<file path="config.mk">
export PLATFORM = sky130hd
export DESIGN_NAME = lcd_host_seq_flat
export DESIGN_NICKNAME = d
export VERILOG_FILES = /design/src/rtl/lcd_host_seq_pkg.sv /design/src/rtl/lcd_host_seq_if.sv /design/src/rtl/lcd_host_seq_watchdog.sv /design/src/rtl/lcd_host_seq.sv /design/src/flat_wrapper.sv
export SDC_FILE = /design/constraint.sdc
export NUM_CORES = 1
export LEC_CHECK = 0
export CORE_MARGIN = 2
export CORE_UTILIZATION = 50
export CTS_CLUSTER_DIAMETER = 40
export DETAILED_ROUTE_END_ITERATION = 7
export GPL_ROUTABILITY_DRIVEN = 0
export PLACE_DENSITY = 0.76
export SYNTH_ARGS = -nofsm -noshare
export SYNTH_HDL_FRONTEND = slang
export SYNTH_HIERARCHICAL = 1
export SYNTH_SLANG_ARGS = --single-unit
</file>
<file path="constraint.sdc">
create_clock -name clk -period 3.55 [get_ports clk]
set_input_delay 0.5325 -clock clk [delete_from_list [all_inputs] [get_ports clk]]
set_output_delay 0.5325 -clock clk [all_outputs]
set_load 0.05 [all_outputs]
</file>
<file path="src/rtl/lcd_host_seq_pkg.sv">
// Shared definitions for the LCD host sequencer: geometry, timing limits,
// controller command codes and the sequencer state encoding.
package lcd_host_seq_pkg;

  localparam int IMG_W   = 6;
  localparam int WIN_W   = 3;
  localparam int IMG_PIX = IMG_W * IMG_W;
  localparam int OUT_LEN = WIN_W * WIN_W;
  localparam int TIMEOUT = 255;

  typedef enum logic [2:0] {
    CMD_REFLASH = 3'd0,
    CMD_LOAD    = 3'd1,
    CMD_RIGHT   = 3'd2,
    CMD_LEFT    = 3'd3,
    CMD_UP      = 3'd4,
    CMD_DOWN    = 3'd5
  } cmd_e;

  typedef enum logic [2:0] {
    ST_IDLE     = 3'd0,
    ST_ISSUE    = 3'd1,
    ST_LOAD     = 3'd2,
    ST_WAIT_OUT = 3'd3,
    ST_COLLECT  = 3'd4,
    ST_DRAIN    = 3'd5
  } state_e;

  // Codes 6 and 7 have no controller meaning and are rejected as errors.
  function automatic logic is_legal_op(input logic [2:0] op);
    return (op <= CMD_DOWN);
  endfunction

endpackage

</file>
<file path="src/rtl/lcd_host_seq_if.sv">
// Bundle of everything the host sequencer exchanges with the op source,
// the image memory, the LCD controller and the result consumer.
interface lcd_host_seq_if;
  // Op handshake: a transfer happens on a rising edge where op_valid and
  // op_ready are both 1; op_valid/op_cmd stay stable until that edge, and
  // op_ready may depend combinationally on busy.
  logic       op_valid;
  logic [2:0] op_cmd;
  logic       op_ready;
  logic [5:0] pix_addr;
  logic [7:0] pix_data;
  logic [2:0] cmd;
  logic       cmd_valid;
  logic [7:0] datain;
  logic       busy;
  logic [7:0] dataout;
  logic       output_valid;
  logic [7:0] res_data;
  logic       res_valid;
  logic       res_last;
  logic       err;

  modport master (
    input  op_valid, op_cmd, pix_data, busy, dataout, output_valid,
    output op_ready, pix_addr, cmd, cmd_valid, datain,
           res_data, res_valid, res_last, err
  );

  modport slave (
    output op_valid, op_cmd, pix_data, busy, dataout, output_valid,
    input  op_ready, pix_addr, cmd, cmd_valid, datain,
           res_data, res_valid, res_last, err
  );
endinterface

</file>
<file path="src/rtl/lcd_host_seq_watchdog.sv">
// Cycle counter for the response phases; restarts on any state change or
// output_valid and flags expiry on the TIMEOUT-th idle cycle.
module lcd_host_seq_watchdog
  import lcd_host_seq_pkg::*;
(
  input  logic   clk,
  input  logic   reset,
  input  state_e i_state,
  input  logic   i_kick,
  input  logic   i_en,
  output logic   o_expire
);

  logic [7:0] r_cnt;
  state_e     r_prev;
  logic [7:0] w_cur;

  // w_cur is the number of quiet cycles already spent before this one.
  assign w_cur    = ((i_state != r_prev) || i_kick) ? 8'd0 : r_cnt;
  assign o_expire = i_en && (w_cur == 8'(TIMEOUT - 1));

  always_ff @(posedge clk or negedge reset) begin
    if (!reset) begin
      r_cnt  <= 8'd0;
      r_prev <= ST_IDLE;
    end else begin
      r_prev <= i_state;
      r_cnt  <= (w_cur == 8'hFF) ? w_cur : w_cur + 8'd1;
    end
  end

endmodule

</file>
<file path="src/rtl/lcd_host_seq.sv">
// Host-side initiator for the LCD controller: issues ops, streams the 6x6
// image on LOAD, and forwards the returned window bytes to the result port.
module lcd_host_seq
  import lcd_host_seq_pkg::*;
(
  input  logic              clk,
  input  logic              reset,
  lcd_host_seq_if.master    bus,
  output state_e            o_state
);

  state_e     r_state;
  logic [2:0] r_op;
  logic [5:0] r_cnt;
  logic [5:0] r_pix_addr;
  logic [7:0] r_datain;
  logic [2:0] r_cmd;
  logic       r_cmd_valid;
  logic [7:0] r_res_data;
  logic       r_res_valid;
  logic       r_res_last;
  logic       r_err;
  logic       r_ready_en;

  logic w_op_ready;
  logic w_accept;
  logic w_wd_en;
  logic w_expire;

  // r_ready_en keeps op_ready low while reset is held.
  assign w_op_ready = r_ready_en && (r_state == ST_IDLE) && !bus.busy && !r_err;
  assign w_accept   = bus.op_valid && w_op_ready;
  assign w_wd_en    = (r_state == ST_WAIT_OUT) || (r_state == ST_COLLECT) ||
                      (r_state == ST_DRAIN);

  lcd_host_seq_watchdog u_watchdog (
    .clk      (clk),
    .reset    (reset),
    .i_state  (r_state),
    .i_kick   (bus.output_valid),
    .i_en     (w_wd_en),
    .o_expire (w_expire)
  );

  always_ff @(posedge clk or negedge reset) begin
    if (!reset) begin
      r_state     <= ST_IDLE;
      r_op        <= 3'd0;
      r_cnt       <= 6'd0;
      r_pix_addr  <= 6'd0;
      r_datain    <= 8'd0;
      r_cmd       <= 3'd0;
      r_cmd_valid <= 1'b0;
      r_res_data  <= 8'd0;
      r_res_valid <= 1'b0;
      r_res_last  <= 1'b0;
      r_err       <= 1'b0;
      r_ready_en  <= 1'b0;
    end else begin
      r_ready_en  <= 1'b1;
      r_cmd_valid <= 1'b0;
      r_res_valid <= 1'b0;
      r_res_last  <= 1'b0;
      if (w_expire) begin
        r_err   <= 1'b1;
        r_cnt   <= 6'd0;
        r_state <= ST_IDLE;
      end else begin
        case (r_state)
          ST_IDLE: begin
            if (w_accept) begin
              if (is_legal_op(bus.op_cmd)) begin
                r_op        <= bus.op_cmd;
                r_cmd       <= bus.op_cmd;
                r_cmd_valid <= 1'b1;
                r_pix_addr  <= 6'd0;
                r_state     <= ST_ISSUE;
              end else begin
                r_err <= 1'b1;
              end
            end
          end
          ST_ISSUE: begin
            r_cmd <= 3'd0;
            // Address 0 was presented during this cycle, so pixel 0 is on pix_data now.
            if (r_op == CMD_LOAD) begin
              r_datain   <= bus.pix_data;
              r_pix_addr <= 6'd1;
              r_cnt      <= 6'd1;
              r_state    <= ST_LOAD;
            end else begin
              r_cnt   <= 6'd0;
              r_state <= ST_WAIT_OUT;
            end
          end
          ST_LOAD: begin
            if (bus.output_valid) begin
              r_err      <= 1'b1;
              r_datain   <= 8'd0;
              r_pix_addr <= 6'd0;
              r_cnt      <= 6'd0;
              r_state    <= ST_IDLE;
            end else if (r_cnt < 6'(IMG_PIX)) begin
              r_datain   <= bus.pix_data;
              r_cnt      <= r_cnt + 6'd1;
              r_pix_addr <= (r_cnt == 6'(IMG_PIX - 1)) ? 6'd0 : r_cnt + 6'd1;
            end else begin
              r_datain <= 8'd0;
              r_cnt    <= 6'd0;
              r_state  <= ST_WAIT_OUT;
            end
          end
          ST_WAIT_OUT, ST_COLLECT: begin
            // The first byte may land while still in WAIT_OUT; r_cnt is 0 there.
            if (bus.output_valid) begin
              r_res_data  <= bus.dataout;
              r_res_valid <= 1'b1;
              r_res_last  <= (r_cnt == 6'(OUT_LEN - 1));
              r_cnt       <= r_cnt + 6'd1;
              r_state     <= (r_cnt == 6'(OUT_LEN - 1)) ? ST_DRAIN : ST_COLLECT;
            end
          end
          ST_DRAIN: begin
            if (!bus.busy) begin
              r_cnt   <= 6'd0;
              r_state <= ST_IDLE;
            end
          end
          default: r_state <= ST_IDLE;
        endcase
      end
    end
  end

  assign bus.op_ready  = w_op_ready;
  assign bus.pix_addr  = r_pix_addr;
  assign bus.cmd       = r_cmd;
  assign bus.cmd_valid = r_cmd_valid;
  assign bus.datain    = r_datain;
  assign bus.res_data  = r_res_data;
  assign bus.res_valid = r_res_valid;
  assign bus.res_last  = r_res_last;
  assign bus.err       = r_err;
  assign o_state       = r_state;

endmodule
</file>
<file path="src/flat_wrapper.sv">
// flat-port wrapper written by rule: the top's interface ports become plain ports
module lcd_host_seq_flat import lcd_host_seq_pkg::*;
  (clk, reset, o_state, bus_op_valid, bus_op_cmd, bus_pix_data, bus_busy, bus_dataout, bus_output_valid, bus_op_ready, bus_pix_addr, bus_cmd, bus_cmd_valid, bus_datain, bus_res_data, bus_res_valid, bus_res_last, bus_err);
  lcd_host_seq_if bus_i ();
  input  logic clk;
  input  logic reset;
  output state_e o_state;
  input wire logic [$bits(bus_i.op_valid)-1:0] bus_op_valid;
  input wire logic [$bits(bus_i.op_cmd)-1:0] bus_op_cmd;
  input wire logic [$bits(bus_i.pix_data)-1:0] bus_pix_data;
  input wire logic [$bits(bus_i.busy)-1:0] bus_busy;
  input wire logic [$bits(bus_i.dataout)-1:0] bus_dataout;
  input wire logic [$bits(bus_i.output_valid)-1:0] bus_output_valid;
  output wire logic [$bits(bus_i.op_ready)-1:0] bus_op_ready;
  output wire logic [$bits(bus_i.pix_addr)-1:0] bus_pix_addr;
  output wire logic [$bits(bus_i.cmd)-1:0] bus_cmd;
  output wire logic [$bits(bus_i.cmd_valid)-1:0] bus_cmd_valid;
  output wire logic [$bits(bus_i.datain)-1:0] bus_datain;
  output wire logic [$bits(bus_i.res_data)-1:0] bus_res_data;
  output wire logic [$bits(bus_i.res_valid)-1:0] bus_res_valid;
  output wire logic [$bits(bus_i.res_last)-1:0] bus_res_last;
  output wire logic [$bits(bus_i.err)-1:0] bus_err;
  assign bus_i.op_valid = bus_op_valid;
  assign bus_i.op_cmd = bus_op_cmd;
  assign bus_i.pix_data = bus_pix_data;
  assign bus_i.busy = bus_busy;
  assign bus_i.dataout = bus_dataout;
  assign bus_i.output_valid = bus_output_valid;
  assign bus_op_ready = bus_i.op_ready;
  assign bus_pix_addr = bus_i.pix_addr;
  assign bus_cmd = bus_i.cmd;
  assign bus_cmd_valid = bus_i.cmd_valid;
  assign bus_datain = bus_i.datain;
  assign bus_res_data = bus_i.res_data;
  assign bus_res_valid = bus_i.res_valid;
  assign bus_res_last = bus_i.res_last;
  assign bus_err = bus_i.err;
  lcd_host_seq u_core (.clk(clk), .reset(reset), .bus(bus_i), .o_state(o_state));
endmodule
</file>
; ---- Word-level counts from Yosys, hierarchy flattened
; Cells that the tools add are included.
[word_totals]
out_inout_bits = 33
in_bits = 24
register_bits = 53
elab_cells = 114
[op_classes]
n_eq_ne = 22
n_mux = 48
n_addsub = 2
order_cmp = 2
bitwise_logic = 1
n_reduce_logical = 25
[op_table]
columns = op, count
row1 = $mux W6, 11
row2 = $mux W8, 5
row3 = $mux W3, 9
row4 = $pmux W6 S4, 1
row5 = $pmux W6 S3, 1
row6 = $mux W1, 17
row7 = $eq A8 B8 Y1 const B, 2
row8 = $pmux W8 S2, 1
row9 = $ne A3 B3 Y1 const B, 5
row10 = $pmux W3 S5, 1
row11 = $reduce_and A4 Y1, 3
row12 = $reduce_and A3 Y1, 3
row13 = $add A8 B1 Y8 const B, 1
row14 = $add A6 B1 Y6 const B, 1
row15 = $eq A3 B1 Y1 const B, 2
row16 = $eq A3 B2 Y1 const B, 2
row17 = $eq A3 B3 Y1 const B, 2
row18 = $eq A6 B4 Y1 const B, 1
row19 = $eq A6 B6 Y1 const B, 1
row20 = $lt A6 B6 Y1 const B, 1
row21 = $ne A3 B2 Y1 const B, 2
row22 = $pmux W3 S2, 1
row23 = $reduce_and A6 Y1, 1
row24 = $reduce_bool A3 Y1, 2
row25 = 15 further kinds, 24

; ---- Logic depth before layout (Yosys ltp)
; Gate-level depths: netlist of the first run.
[depth]
ltp_word = 8
ltp_mapped = 11

; ---- Cells and area by module
; The synthesis of the first run kept the hierarchy.
[modules_own_cells]
columns = module, area_each_um2, seq_area_each_um2, cells_per_inst, n_inst
row1 = lcd_host_seq, 2142.1, 1051.0, 187, 1
row2 = lcd_host_seq_watchdog, 490.5, 275.3, 45, 1

; ---- Least setup slack after synthesis of the first run
; No wires, ideal clock.
[synth_path]
path_type = register -> output
from = reg u_core.r_state[0] (netlist: u_core/o_state[0])
to = out bus_op_ready
t_required_ps = 3017
path_stages_with_launch = 5
setup_slack_ps = 224
t_arrival_ps = 2793
cell_sequence = dfrtp_1 > buf_4 > nor2_1 > nand2_1 > nor4b_1
[synth_between]
elab_chain_len = 4
[synth_lines]
columns = item, line
row1 = start: declaration, lcd_host_seq.sv:12  ; state_e r_state;
row2 = start signal: assignment, lcd_host_seq.sv:120  ; r_state <= (r_cnt == 6'(OUT_LEN - 1)) ? ST_DRAIN : ST_COLLECT;
row3 = $logic_not A3 Y1, lcd_host_seq.sv:31  ; assign w_op_ready = r_ready_en && (r_state == ST_IDLE) && !bus.busy && !r_err;
row4 = $logic_and A1 B1 Y1 (3 in a row), lcd_host_seq.sv:31
row5 = end: declaration, flat_wrapper.sv:14  ; output wire logic [$bits(bus_i.op_ready)-1:0] bus_op_ready;
; Every way passes these cells.

; ---- Worst setup path in the final report of the first run
[layout_path]
from = reg u_core.r_state[2] (netlist: u_core/o_state[2])
to = out bus_op_ready
; The elaborated chain is that of the path after synthesis.

==> metrics.md, run 1 <==
| Metric | Value |
|---|---|
| Sequential-to-total area share from yosys stat | 0.5038 |
| DR iter-0 viols | 59 |
| Layout cells sized above 1 | 0.1453 |
| Register area | 1326 um2 |
| Syn. warnings | 6 |
| Rows | 26 |
| Initial core utilization | 0.5154 |
| Total wire length | 5581 um |
| Achievable Freq | 0.3286 GHz |
| IR drop worst, VDD | 0.0004233 V |
| TNS Setup | 0 ps |
| CTS Buf Count | 5 |
| Largest net degree at the start of global routing | 35 |
| RSZ-0062 raised after global routing | false |
| Fin nets | 314 |
| Post-CTS setup buffer count | 0 |
| Reg-to-Reg End | u_core/bus.res_data[3] |
| DRC violations left | 0 |
| Diodes inserted | 0 |
| Die area | 5861 um2 |
| Vias per inst | 5.705 |
| Gr ovfl total | 0 |
| Final Hold Viols | 0 |
| Die height | 76.56 um |
| Leakage | 1.419 nW |
| Max-Cap Viols | 0 |
| Routed vias | 2048 |
| Worst reg2reg path startpoint | u_core/o_state[1] |
| Layout area overhead | 27.09% |
| Mean Syn Cell Area | 11.35 um2 |
| Internal reg-to-reg setup slack | 750 ps |
| Worst EP required | 3020 ps |
| Post-place setup slack | 423.5 ps |
| Worst min path class | in -> async |
| Worst Path Max Fanout | 22 |
| CP top delay family | buffers and inverters |
| Syn nets | 258 |
| Async S/R FF share, synth | 1.000 |
| Worst-margin pin slew | 742.1 ps |
| Buf+Inv Stages, Crit Path | 1 |
| Drt pass-1 iters | 4 |
| Max-slew violations | 0 |
| CP startpoint kind | register |
| Largest cells by area after synthesis | dfrtp_1 (50%), mux2_4 (4.6%), mux2_2 (3.8%) |
| Psw | 0.001216 W |
| DP HPWL | 3967 um |
| Slowest cell on crit path | clkdlybuf4s50_1 |
| Worst Setup Path Type | reg -> out |
| # H-tree levels | 2 |
| Worst skew pair latency | 300 ps |
| Worst slew margin | 0.5053 |
| Final core occ | 0.6551 |
| Fillers | 405 |
| Power density cells | 832.2 nW/um2 |
| Area leader, netlist | dfrtp_1 |
| # clock sinks | 53 |
| Clock share of power | 0.145 |
| Ys flop type | dfrtp_1 |
| Combinational Power Share | 0.508 |
| Initial antenna violation count | 0 |
| Clock root cell | clkbuf_8 |
| Run status | complete, no violations |
| Detail Route Antenna Nets | 0 |
| Worst clock skew | 3.098 ps |
| Synthesized area | 2633 um2 |
| Multi-input gate area | 1205 um2 |
| Reg2reg path depth | 5 |
| Worst path depth | 4 |
| Die width | 76.56 um |
| Final Cycle Share | 0.8571 |
| Post-synth EDFFs | 0 |
| Synth top area share | 0.5038 |
| Distinct cells, synth | 58 |
| First-pass GRT wire length | 9584 um |
| Post_cts resized | 0 |
| IO Count | 57 |
| Crit path launch | u_core/o_state[2] |
| Final WS setup | 507.2 ps |
| PortBufs | 56 |
| CTS tree | built |
| Int Pwr | 0.001569 W |
| Core Footprint | 5107 um2 |
| Routed len/inst | 15.55 um |
| CP endpoint | bus_op_ready |
| Worst path arrival time | 2510 ps |
| Vias in the first global route | 2003 |
| Cts hold-fix bufs | 0 |
| Sw frac | 0.4366 |
| Crit-path cells | nor2_1, nand2_1, nor4b_1, clkdlybuf4s50_1 |
| Fin crit period | 3043 ps |
| CP peak stage delay | 860 ps |
| Flop pwr share | 0.346 |
| Cells after synthesis | 232 |
| Tot GR Track Use | 0.2015 |
| CTS clk-pin slew, worst paths | 90 ps |
| CTS Buffer Depth | 2 |
| Worst hold margin | 284.8 ps |
| Worst Setup End Kind | primary output |
| # setup viols final | 0 |
| FF+latch count, synth | 53 |
==> kinds of logic after synthesis <==
group / Yosys count / synth area share
compound gates: 59 / 0.1763
xor+xnor: 5 / 0.01664
fa+ha+maj: 2 / 0.009504
buf+inv: 20 / 0.04039
flops: 53 / 0.5038
mux: 18 / 0.08793
other cells: 1 / 0.001424
simple gates: 74 / 0.1640
==> per-layer routing <==
layer / track usage / vias up / part of all wire
met5: 0 / - / 0
met4: 0.05091 / 0 / 0.012
met3: 0.04739 / 6 / 0.066
met2: 0.3159 / 74 / 0.47
met1: 0.2842 / 996 / 0.45
li1: - / 972 / -
==> Yosys cell counts (all sizes together), types with 5 or more instances <==
library cell	n
nand2	15
o21ai	8
buf	6
mux2	17
nor2	17
dfrtp	53
inv	10
a31oi	5
nor3	9
a21oi	8
a22o	11
==> flip-flops by register name (all words and copies together), names as in the netlist <==
signal                    flops
u_core/bus.pix_addr           6
u_core/bus.cmd                3
u_core/r_op                   3
u_core/bus.cmd_valid          1
u_core/bus.err                1
u_core/bus.res_data           8
u_core/bus.res_last           1
u_core/bus.res_valid          1
u_core/bus.datain             8
u_core/r_ready_en             1
u_core/o_state                3
u_core/u_watchdog/r_cnt       8
u_core/r_cnt                  6
u_core/u_watchdog/r_prev      3
==> metrics by stage <==
stage | area (um2) | std cells | power, W
after detailed placement | 3234 | 351 | 0.002385
after CTS | 3346 | 359 | 0.002800
after global placement | 3234 | 351 | 0.002364
after global routing | 3346 | 359 | 0.002948
final | 3346 | 359 | 0.002784
after floorplan | 2633 | 232 | 0.002016
==> area by class of cell <==
cell class                      count  share of cell area
Sequential cell                    53              0.3964
Timing Repair Buffer               59              0.1728
Multi-Input combinational cell    159              0.3601
Inverter                           10             0.01122
Tap cell                           70             0.02618
Clock buffer                        6             0.02169
Clock inverter                      2             0.01159
==> worst min-delay path by stage <==
| stage | to | depth (start not counted) |
|---|---|---|
| after floorplan | u_core/bus.cmd[0] | 0 |
| after global placement | u_core/r_op[1] | 1 |
| after detailed placement | u_core/bus.cmd[1] | 1 |
| after CTS | u_core/u_watchdog/r_cnt[6] | 1 |
| after global routing | u_core/u_watchdog/r_cnt[6] | 1 |
| final | u_core/u_watchdog/r_cnt[6] | 1 |
==> power by group through the flow <==
stage	sequential (W)	clock (W)	combinational (W)
final	0.000964	0.000404	0.00142
after global routing	0.00100	0.000439	0.00151
after CTS	0.000966	0.000418	0.00142
after detailed placement	0.000976	0	0.00141
after global placement	0.000974	0	0.00139
after floorplan	0.00128	0	0.000734
==> cells in the final DEF (no fill, tap or decap), types with 4 or more instances in the layout <==
cell type and n:
a211oi_1 4, a21oi_1 7, a22o_1 11, a31oi_1 5
clkbuf_8 5, clkdlybuf4s50_1 55, dfrtp_1 53, inv_1 9
mux2_2 9, mux2_4 8, nand2_1 15, nand2b_1 4
nand4_1 4, nor2_1 17, nor2b_1 4, nor3_1 7
o21ai_0 6, o32ai_1 4
Power figures use the tool's default switching activity.
==> run 2: changes to the inputs <==
Settings changed: CORE_UTILIZATION 50 to 40, DONT_BUFFER_PORTS set to 1, PLACE_DENSITY 0.76 to 0.51.
==> metrics.md, run 2 (same netlist as run 1, synthesis figures left out) <==
| Metric | Value |
|---|---|
| Run status | complete, no violations (unchanged) |
| Fillers | 593 (was 405) |
| CTS Buffer Depth | 2 (unchanged) |
| Worst-margin pin slew | 705.6 ps (was 742.1 ps) |
| CP peak stage delay | 810 ps (was 860 ps) |
| Clock root cell | clkbuf_8 (unchanged) |
| Core Footprint | 6350 um2 (was 5107 um2) |
| Worst skew pair latency | 310 ps (was 300 ps) |
| Rows | 29 (was 26) |
| Routed len/inst | 17.40 um (was 15.55 um) |
| Worst path arrival time | 2910 ps (was 2510 ps) |
| Initial core utilization | 0.4146 (was 0.5154) |
| IR drop worst, VDD | 0.0004589 V (was 0.0004233 V) |
| Reg2reg path depth | 7 (was 5) |
| Diodes inserted | 0 (unchanged) |
| TNS Setup | 0 ps (unchanged) |
| CTS clk-pin slew, worst paths | 100 ps (was 90 ps) |
| Initial antenna violation count | 0 (unchanged) |
| Leakage | 1.226 nW (was 1.419 nW) |
| Worst Setup End Kind | register (was primary output) |
| Routed vias | 1846 (was 2048) |
| Worst Path Max Fanout | 22 (unchanged) |
| Worst Setup Path Type | reg -> reg (was reg -> out) |
| Commonest non-fill, non-tap cell in the layout | dfrtp_1 (was clkdlybuf4s50_1) |
| Power density cells | 893.2 nW/um2 (was 832.2 nW/um2) |
| Detail Route Antenna Nets | 0 (unchanged) |
| DR iter-0 viols | 100 (was 59) |
| Most frequent cells in the layout | dfrtp_1 (53), nor2_1 (17), nand2_1 (15), a22o_1 (11) (was clkdlybuf4s50_1 (55), dfrtp_1 (53), nor2_1 (17), nand2_1 (15), a22o_1 (11)) |
| CP startpoint kind | register (unchanged) |
| Layout cells sized above 1 | 0.1949 (was 0.1453) |
| Final Hold Viols | 0 (unchanged) |
| Slowest cell on crit path | dfrtp_1 (was clkdlybuf4s50_1) |
| Die height | 85.13 um (was 76.56 um) |
| Total power | 0.002526 W (was 0.002784 W) |
| Layout area overhead | 7.414% (was 27.09%) |
| Crit-path cells | and3b_1, or2_2, nand4_1, nor3_2, buf_4, nor3_2, mux2_2 (was nor2_1, nand2_1, nor4b_1, clkdlybuf4s50_1) |
| Worst clock skew | 5.794 ps (was 3.098 ps) |
| # clock sinks | 53 (unchanged) |
| CTS Buf Count | 5 (unchanged) |
| Most used cell, CP | nor3_2 |
| CP top delay family | simple AND/OR/NAND/NOR gates (was buffers and inverters) |
| # setup viols final | 0 (unchanged) |
| Largest net degree at the start of global routing | 54 (was 35) |
| Buf+Inv Stages, Crit Path | 1 (unchanged) |
| Vias per inst | 5.898 (was 5.705) |
| Gr ovfl total | 0 (unchanged) |
| Worst slew margin | 0.5296 (was 0.5053) |
| Fin crit period | 2708 ps (was 3043 ps) |
| Max-slew violations | 0 (unchanged) |
| RSZ-0062 raised after global routing | false (unchanged) |
| DRC violations left | 0 (unchanged) |
| Worst path depth | 7 (was 4) |
| Max-Cap Viols | 0 (unchanged) |
| Final Cycle Share | 0.7628 (was 0.8571) |
| Achievable Freq | 0.3693 GHz (was 0.3286 GHz) |
| # H-tree levels | 2 (unchanged) |
| First-pass GRT wire length | 9011 um (was 9584 um) |
| Drt pass-1 iters | 4 (unchanged) |
| Total wire length | 5447 um (was 5581 um) |
| PortBufs | 0 (was 56) |
| CTS tree | built (unchanged) |
| Die width | 85.13 um (was 76.56 um) |
| DP HPWL | 3771 um (was 3967 um) |
| Vias in the first global route | 1786 (was 2003) |
| Worst min path class | in -> async (unchanged) |
| Die area | 7246 um2 (was 5861 um2) |
| Worst EP required | 3750 ps (was 3020 ps) |
| Fin nets | 261 (was 314) |
| IO Count | 57 (unchanged) |
| Tot GR Track Use | 0.1570 (was 0.2015) |
[run 2: what timing repair did]
action / 4_1_cts / 5_1_grt
hold endpoints to repair: 53 / 0
resized for setup: 0 / 0
endpoints found under the setup margin: 0 / 0
hold buffers: 1 / 0
buffers inserted: 0 / 0
[run 2: report_power, final]
part / internal (W) / switching (W) / leakage [nW] / total (W)
Clock: 0.000140 / 0.000205 / 0.0481 / 0.000346
Sequential: 0.000764 / 0.000535 / 0.691 / 0.00130
Combinational: 0.000411 / 0.000470 / 0.487 / 0.000881
Total: 0.00132 / 0.00121 / 1.23 / 0.00253
[run 2: layout make-up]
type	instances	area, um2	share of cell area
clock buffers	5	68.82	0.02434
multi-input cells	159	1211	0.4283
clock inverters	3	22.52	0.007965
inverters	10	37.54	0.01327
well taps	77	96.34	0.03407
repair buffers	6	65.06	0.02301
flip-flops and latches	53	1326	0.4690
[run 2: worst paths after layout]
path / start / endpoint / slack (ps)
setup / recovery: u_core/o_state[2] / u_core/r_op[1] / 840
max in group asynchronous: reset / u_core/r_cnt[0] / 3250
hold / removal: reset / u_core/bus.res_data[0] / 70
hold reg to reg: u_core/r_op[0] / u_core/r_op[0] / 510
setup reg to reg: u_core/o_state[2] / u_core/r_op[1] / 840
min in group clk: bus_pix_data[6] / u_core/bus.datain[6] / 350
[run 2: layer usage]
layer	global-route usage	part of all wire	up-vias	routed length (um)
met4	0.05195	0.011	0	58
met5	0	0	-	0
li1	-	-	875	-
met2	0.2301	0.45	46	2476
met1	0.2324	0.47	920	2578
met3	0.03210	0.061	5	334
[run 2: through the flow]
step / instance area, um2 / hold slack [ps] / util / cells / setup WS [ps]
4_1_cts: 2828 / 77.24 / 0.4453 / 313 / 825.4
3_5_place_dp: 2709 / 238.9 / 0.4266 / 304 / 841.4
3_3_place_gp: 2709 / 238.8 / 0.4266 / 304 / 878.5
6_report: 2828 / 66.49 / 0.4453 / 313 / 841.9
2_1_floorplan: 2633 / 236.9 / - / 232 / 224.2
5_1_grt: 2828 / 67.67 / 0.4453 / 313 / 656.9
[run 2: worst reg2reg max path: stages (launching register included)]
cell and delay [ps]:
dfrtp_1 810, and3b_1 320, or2_2 290, nand4_1 100, nor3_2 60, buf_4 200
nor3_2 450, mux2_2 390
==> run 3: changes to the inputs <==
Settings changed: PLACE_DENSITY 0.51 to 0.53.
Clock period 3.55 ns to 2.2 ns, I/O delays scaled along.
==> metrics.md, run 3 (same netlist as run 1, synthesis figures left out) <==
| Metric | Value |
|---|---|
| IO Count | 57 (unchanged) |
| Core Footprint | 6350 um2 (unchanged) |
| Gr ovfl total | 0 (unchanged) |
| Tot GR Track Use | 0.1572 (was 0.1570) |
| DR iter-0 viols | 61 (was 100) |
| Final WS setup | -44.98 ps (was 841.9 ps) |
| DRC violations left | 0 (unchanged) |
| Max-slew violations | 0 (unchanged) |
| Worst EP required | 2400 ps (was 3750 ps) |
| Final Cycle Share | 1.020 (was 0.7628) |
| Die width | 85.13 um (unchanged) |
| Total wire length | 5670 um (was 5447 um) |
| Final core occ | 0.4841 (was 0.4453) |
| Die area | 7246 um2 (unchanged) |
| Worst slew margin | 0.6660 (was 0.5296) |
| CP startpoint kind | register (unchanged) |
| # clock sinks | 53 (unchanged) |
| Max-Cap Viols | 0 (unchanged) |
| Layout area overhead | 16.78% (was 7.414%) |
| Detail Route Antenna Nets | 0 (unchanged) |
| Worst hold margin | 146.6 ps (was 66.49 ps) |
| Worst path arrival time | 2450 ps (was 2910 ps) |
| Fin crit period | 2245 ps (was 2708 ps) |
| Worst skew pair latency | 310 ps (about the same) |
| Drt pass-1 iters | 4 (unchanged) |
| Final Hold Viols | 0 (unchanged) |
| CTS Buffer Depth | 2 (unchanged) |
| Worst reg2reg path startpoint | u_core/o_state[1] (was u_core/o_state[2]) |
| Initial core utilization | 0.4146 (unchanged) |
| Worst clock skew | 9.712 ps (was 5.794 ps) |
| Worst min path class | in -> reg (was in -> async) |
| DP HPWL | 3954 um (was 3771 um) |
| Leakage | 1.351 nW (was 1.226 nW) |
| Rows | 29 (unchanged) |
| Achievable Freq | 0.4454 GHz (was 0.3693 GHz) |
| Fin area | 3074 um2 (was 2828 um2) |
| Fillers | 573 (was 593) |
| Worst Path Max Fanout | 6 (was 22) |
| Diodes inserted | 0 (unchanged) |
| Die height | 85.13 um (unchanged) |
| Initial antenna violation count | 0 (unchanged) |
| Most frequent cells in the layout | dfrtp_1 (50), buf_4 (17), nor2_1 (15), mux2_4 (14), nand2_1 (13) (was dfrtp_1 (53), nor2_1 (17), nand2_1 (15), a22o_1 (11)) |
| Vias in the first global route | 1809 (was 1786) |
| PortBufs | 0 (unchanged) |
| CTS tree | built (unchanged) |
| RSZ-0062 raised after global routing | true (was false) |
| Total power | 0.004366 W (was 0.002526 W) |
| Routed len/inst | 17.23 um (was 17.40 um) |
| Vias per inst | 5.602 (was 5.898) |
| Worst Setup End Kind | register (unchanged) |
| # H-tree levels | 2 (unchanged) |
| Failing checks | negative setup slack |
| Hold path start | bus_pix_data[0] |
| First-pass GRT wire length | 9018 um (was 9011 um) |
| Crit path launch | u_core/o_state[1] (was u_core/o_state[2]) |
| Routed vias | 1843 (was 1846) |
| Run status | finished, violations left (was complete, no violations) |
| Largest net degree at the start of global routing | 54 (unchanged) |
| Commonest non-fill, non-tap cell in the layout | dfrtp_1 (unchanged) |
| Clock root cell | clkbuf_8 (unchanged) |
| Fin nets | 277 (was 261) |
| IR drop worst, VDD | 0.0009703 V (was 0.0004589 V) |
| Worst-margin pin slew | 500.9 ps (was 705.6 ps) |
| CTS clk-pin slew, worst paths | 100 ps (about the same) |
| Layout cells sized above 1 | 0.2937 (was 0.1949) |
| CTS Buf Count | 5 (unchanged) |
| # setup viols final | 25 (was 0) |
| Power density cells | 1420 nW/um2 (was 893.2 nW/um2) |
| Worst Setup Path Type | reg -> reg (unchanged) |
| Dpl cell area | 2919 um2 (was 2709 um2) |
## run 3: path summary, 6_finish.rpt
kind	endpoint	slack [ps]	depth (start not counted)
hold reg to reg	u_core/r_op[1]	510	1
hold / removal	u_core/bus.datain[0]	150	1
setup reg to reg	u_core/bus.pix_addr[1]	-40	7
setup / recovery	u_core/bus.pix_addr[1]	-40	7
min in group asynchronous	u_core/bus.res_data[3]	540	2
max in group asynchronous	u_core/o_state[0]	1420	2
## run 3: cell type report
cell class,count,area (um2),share of cell area
flip-flops and latches,53,1333,0.4335
well taps,77,96.34,0.03134
clock buffers,5,68.82,0.02239
inverters,10,37.54,0.01221
repair buffers,22,207.7,0.06756
clock inverters,3,21.27,0.006919
multi-input cells,159,1310,0.4261
## run 3: timing repair
action,CTS,global route
pin swaps,2,6
hold endpoints to repair,53,0
setup endpoints to repair,19,34
gates resized for setup,2,8
hold buffers,2,0
buffers inserted,1,1
## run 3: where the power goes
group | leakage, nW | switching (W) | internal, W
registers | 0.687 | 0.000760 | 0.00124
logic | 0.619 | 0.000967 | 0.000839
clock network | 0.0445 | 0.000330 | 0.000227
total | 1.35 | 0.00206 | 0.00231
## run 3: critical path, cell delays in order (launching register included)
cell      delay [ps]
dfrtp_4          500
xor2_1           170
or4_4            550
nor3_4           270
nor2_4            50
o31a_1           130
o221ai_4         140
mux2_4           330
## run 3: layer usage
metal	GRT usage	up-vias	part of all wire
met5	0	-	0
met4	0.05051	0	0.0063
met3	0.04183	2	0.055
met2	0.2287	46	0.45
met1	0.2285	903	0.49
li1	-	892	-
## run 3: metrics by stage
step / instances / setup TNS [ps] / setup WS, ps
floorplan: 232 / -4487 / -247.0
global placement: 319 / -433.6 / -65.51
detailed placement: 319 / -983.4 / -108.8
CTS: 330 / -706.4 / -86.24
global route: 329 / -2252 / -110.4
finish: 329 / -688.0 / -44.98
